File: src/rtl/ntt_sdf_ctrl.sv
// Per-stage control for an SDF NTT/INTT butterfly stage: fifo1 addressing,
// butterfly/feedback select, twiddle index and output-beat valid/last tracking.
module ntt_sdf_ctrl #(
  parameter int unsigned LOG_N   = 8,
  parameter int unsigned K       = 0,
  parameter int unsigned TW_BASE = 1,
  parameter int unsigned LAT     = 1,
  localparam int unsigned AW     = (K > 0) ? K : 1
) (
  input  logic             clk,
  input  logic             rst,
  input  logic             in_valid,
  output logic             in_ready,
  output logic             wr_en,
  output logic [AW-1:0]    fifo1_addr,
  output logic             sel,
  output logic [LOG_N-1:0] tw_idx,
  output logic             out_valid,
  output logic             out_last
);

  typedef enum logic [1:0] {
    EMPTY  = 2'd0,
    STREAM = 2'd1,
    DRAIN  = 2'd2
  } mode_t;

  localparam logic [LOG_N-1:0] CNT_ONE  = LOG_N'(1);
  localparam logic [LOG_N-1:0] TAIL_END = LOG_N'((1 << K) - 1);
  localparam logic [LOG_N-1:0] TW_B     = LOG_N'(TW_BASE);

  mode_t            r_mode, w_mode_nxt;
  logic [LOG_N-1:0] r_cnt, w_cnt_nxt;
  logic             r_pend, w_pend_nxt;
  logic             w_adv;
  logic             w_sel;
  logic             w_beat_valid;
  logic             w_beat_last;

  assign w_sel    = r_cnt[K];
  assign in_ready = (r_mode != DRAIN);
  assign wr_en    = w_adv;
  assign sel      = w_sel;
  assign tw_idx   = TW_B + (r_cnt >> (K + 1));

  generate
    if (K == 0) begin : g_addr_k0
      assign fifo1_addr = '0;
    end else begin : g_addr
      assign fifo1_addr = r_cnt[AW-1:0];
    end
  endgenerate

  always_comb begin
    w_adv        = (in_valid && in_ready) || (r_mode == DRAIN);
    w_beat_valid = w_adv && (w_sel || r_pend);
    // pend marks feedback data still sitting in fifo1; its last word leaves at cnt==D-1
    w_beat_last  = w_adv && r_pend && (r_cnt == TAIL_END);

    w_mode_nxt = r_mode;
    w_cnt_nxt  = r_cnt;
    w_pend_nxt = r_pend;

    if (w_adv) begin
      w_cnt_nxt = r_cnt + CNT_ONE;
      if (w_sel) begin
        w_pend_nxt = 1'b1;
      end
    end

    unique case (r_mode)
      EMPTY: begin
        if (w_adv) begin
          w_mode_nxt = STREAM;
        end
      end
      STREAM: begin
        if ((r_cnt == '0) && r_pend && !in_valid) begin
          w_mode_nxt = DRAIN;
        end
      end
      DRAIN: begin
        if (r_cnt == TAIL_END) begin
          w_mode_nxt = EMPTY;
          w_cnt_nxt  = '0;
          w_pend_nxt = 1'b0;
        end
      end
      default: begin
        w_mode_nxt = EMPTY;
      end
    endcase
  end

  always_ff @(posedge clk or posedge rst) begin
    if (rst) begin
      r_mode <= EMPTY;
      r_cnt  <= '0;
      r_pend <= 1'b0;
    end else begin
      r_mode <= w_mode_nxt;
      r_cnt  <= w_cnt_nxt;
      r_pend <= w_pend_nxt;
    end
  end

  generate
    if (LAT == 0) begin : g_lat0
      assign out_valid = w_beat_valid;
      assign out_last  = w_beat_last;
    end else begin : g_lat
      logic [LAT-1:0] r_vpipe;
      logic [LAT-1:0] r_lpipe;

      // Free-running shift: stalls become bubbles rather than holding beats
      always_ff @(posedge clk or posedge rst) begin
        if (rst) begin
          r_vpipe <= '0;
          r_lpipe <= '0;
        end else begin
          r_vpipe <= LAT'({r_vpipe, w_beat_valid});
          r_lpipe <= LAT'({r_lpipe, w_beat_last});
        end
      end

      assign out_valid = r_vpipe[LAT-1];
      assign out_last  = r_lpipe[LAT-1];
    end
  endgenerate

endmodule

File: config.mk
export PLATFORM = sky130hd
export DESIGN_NAME = ntt_sdf_ctrl
export DESIGN_NICKNAME = d
export VERILOG_FILES = /design/src/rtl/ntt_sdf_ctrl.sv
export SDC_FILE = /design/constraint.sdc
export NUM_CORES = 1
export LEC_CHECK = 0
export CAP_MARGIN = 10
export CORE_UTILIZATION = 30
export DETAILED_ROUTE_END_ITERATION = 8
export PLACE_DENSITY = 0.58
export RECOVER_POWER = 50
export SYNTH_ARGS = -nofsm -noshare
export SYNTH_HDL_FRONTEND = slang
export SYNTH_SLANG_ARGS = --single-unit
File: constraint.sdc
create_clock -name clk -period 3.9 [get_ports clk]
set_input_delay 0.39 -clock clk [delete_from_list [all_inputs] [get_ports clk]]
set_output_delay 0.39 -clock clk [all_outputs]
set_load 0.005 [all_outputs]
==> qor.csv <==
metric;value;unit
status;complete, no violations;
post-synthesis mux area share;0;
die width;51.7;um
Synth Area in Adders;0.0506;
Setup Crit Path Kind;in2out;
Startpoint Class;primary input;
switching share of power;0.357;
dpl cells;116;
H-tree level count;1;
CTS buffer count;3;
Yosys reg bits;13;
Logic pwr share;0.440;
RePlAce Congestion;0.739;
row count;17;
CTS resizes;0;
Tightest Pin Transition;0.505;ns
asr flop ratio synth;1.00;
Final Util;0.401;
number of synthesized flops with an enable pin;0;
min Tclk post-route;2.39;ns
chip height;51.7;um
CP Capture Type;output port;
hold crit path type;reg2reg;
First DRT Iteration DRCs;5;
largest net degree at the start of global routing;14;
Sequential Area;325;sq um
syn_area_per_cell;9.89;sq um
max-cap violations;0;
Critical Path AT;2.00;ns
Worst-Skew Late Latency;0.27;ns
Netlist cell types;26;
GRT Total Usage;0.133;
sequential share of power;0.416;
drt wl/cell;12.5;um
worst hold stages;1;
Synth warnings;0;
Remaining DRCs;0;
CTS tree;done;
num ports;17;
Int Pwr;0.371;mW
clk_skew;0.00482;ns
Compound-Gate Fraction of Synth Area;0.113;
Slew Viols, Final;0;
CTS root buf;clkbuf_4;
nets;99;
syn nets;81;
die area;2680;sq um
main combinational cell family by area after synthesis;simple AND/OR/NAND/NOR gates;
Fillers;241;
Post-Synthesis Cells;75;
Max Freq;418;MHz
Power Density;632;nW/um^2
CTS Hold Bufs;0;
synthesized area;742;sq um
cell with the most instances after synthesis;dfrtp_1;
Clk pwr share;0.143;
maximum vdd drop;0.000279;V
fin worst setup slack;1.51;ns
fraction of layout cells with a size suffix above 1;0.0978;
post-synth top area share;0.438;
Post-Synth Simple-Gate Area;0.224;
grt ovf;0;
multi-input logic area;352;sq um
Top FF cell, synth;dfrtp_1;
I/O Buffers;15;
Routed WL;1.50;mm
Seq/Total Area, Yosys;0.438;
Vias;557;
vias in the first global route;588;
area of the core;2280;sq um
Pleak;0.383;nW
clock-pin slew on the worst setup and hold paths;0.08;ns
CP Max Fanout;6;
CTS sink count;13;
most common library cells after synthesis;dfrtp_1 (13), nand3_1 (7), nor2_1 (7);
R2R cell count;6;
post-DP HPWL;1.10;mm
global-route wire length before repair;2.59;mm
fin crit share;0.613;
Final Hold Vio Count;0;
Place WS;1.78;ns
area leader, netlist;dfrtp_1;
Slew HR;0.663;
Switch Pwr;0.206;mW
post-synthesis xor/xnor area fraction;0.118;
initial antenna violation count;0;
vias per cell;4.64;
clk buf depth;2;
Final setup violation count;0;
setup tns final;0;ns
worst path required time;3.51;ns
Final Instance Count excl. Fillers;120;
synth top area cells;dfrtp_1 (44%), xnor2_1 (5.9%), xor2_1 (5.9%);
n_diodes;0;
area added between synthesis and finish;23.1;%
Initial Utilization;0.326;
Post CTS Setup Buffer Count;0;
RSZ-0062 raised after global routing;false;
drt pass-1 iters;4;
antenna viol nets, final;0;
==> stage by stage <==
step	power [mW]	hold WS [ns]	cell area, sq um
floorplan	0.365	0.267	742
global placement	0.506	0.451	915
detailed placement	0.503	0.461	915
CTS	0.595	0.469	941
global route	0.625	0.497	913
finish	0.577	0.473	913
==> worst max-delay path: stages <==
cell and delay, ns:
dlygate4sd3_1 0.59, nor2_1 0.35, inv_1 0.19, clkdlybuf4s50_1 0.48
==> per-layer routing <==
metal | track usage | vias to the layer above | wire (um)
met5 | 0 | - | 0
met4 | 0.0405 | 0 | 12
met3 | 0.0322 | 2 | 66
met2 | 0.195 | 16 | 645
met1 | 0.192 | 257 | 772
li1 | - | 282 | -
==> placed cells by master, fill, tap and decap left out <==
cell type / count
dfrtp_1: 13
clkdlybuf4s50_1: 13
nor2_1: 8
nand3_1: 7
inv_1: 5
nand2_1: 5
xor2_1: 5
xnor2_1: 5
a21oi_1: 4
nor3_1: 3
o21ai_0: 3
ha_1: 3
clkbuf_4: 3
dlygate4sd3_1: 2
nor2b_4: 1
inv_4: 1
a21boi_0: 1
nand3_2: 1
nor4b_1: 1
and2_0: 1
a21oi_2: 1
nand2_2: 1
and3_1: 1
a311oi_1: 1
o22ai_2: 1
conb_1: 1
clkbuf_1: 1
==> state kept, by name, indices dropped and copies added (netlist names) <==
register   flops
r_cnt          8
r_pend         1
out_last       1
out_valid      1
r_mode         2
==> final cells by class <==
| class | count | area share |
|---|---|---|
| repair buffers | 15 | 0.164 |
| multi-input cells | 54 | 0.385 |
| inverters | 6 | 0.0274 |
| clock buffers | 4 | 0.0288 |
| flip-flops and latches | 13 | 0.356 |
| well taps | 28 | 0.0384 |
==> power groups by stage <==
stage / combinational [mW] / clock (mW) / sequential, mW
finish: 0.254 / 0.0827 / 0.240
global route: 0.283 / 0.0932 / 0.248
CTS: 0.264 / 0.0876 / 0.244
detailed placement: 0.257 / 0 / 0.246
global placement: 0.260 / 0 / 0.246
floorplan: 0.145 / 0 / 0.220
==> cell families (layout without fill, tap and decap cells) <==
group / Yosys count / count (layout)
xor gates and xnor gates: 10 / 10
and+or+nand+nor: 29 / 29
adders and majority gates: 3 / 3
AOI/OAI and AO/OA: 11 / 11
buffers and inverters: 8 / 25
other: 1 / 1
DFF: 13 / 13
==> path summary, 6_finish.rpt <==
kind | startpoint | endpoint | slack, ns
setup / recovery | in_valid | wr_en | 1.51
min in group asynchronous | rst | out_valid | 0.58
setup reg to reg | r_cnt[0] | r_mode[1] | 2.18
hold reg to reg | r_mode[1] | r_mode[0] | 0.47
max in group asynchronous | rst | r_cnt[6] | 2.98
hold / removal | r_mode[1] | r_mode[0] | 0.47
Note: power is estimated with default switching activity, not from simulation.
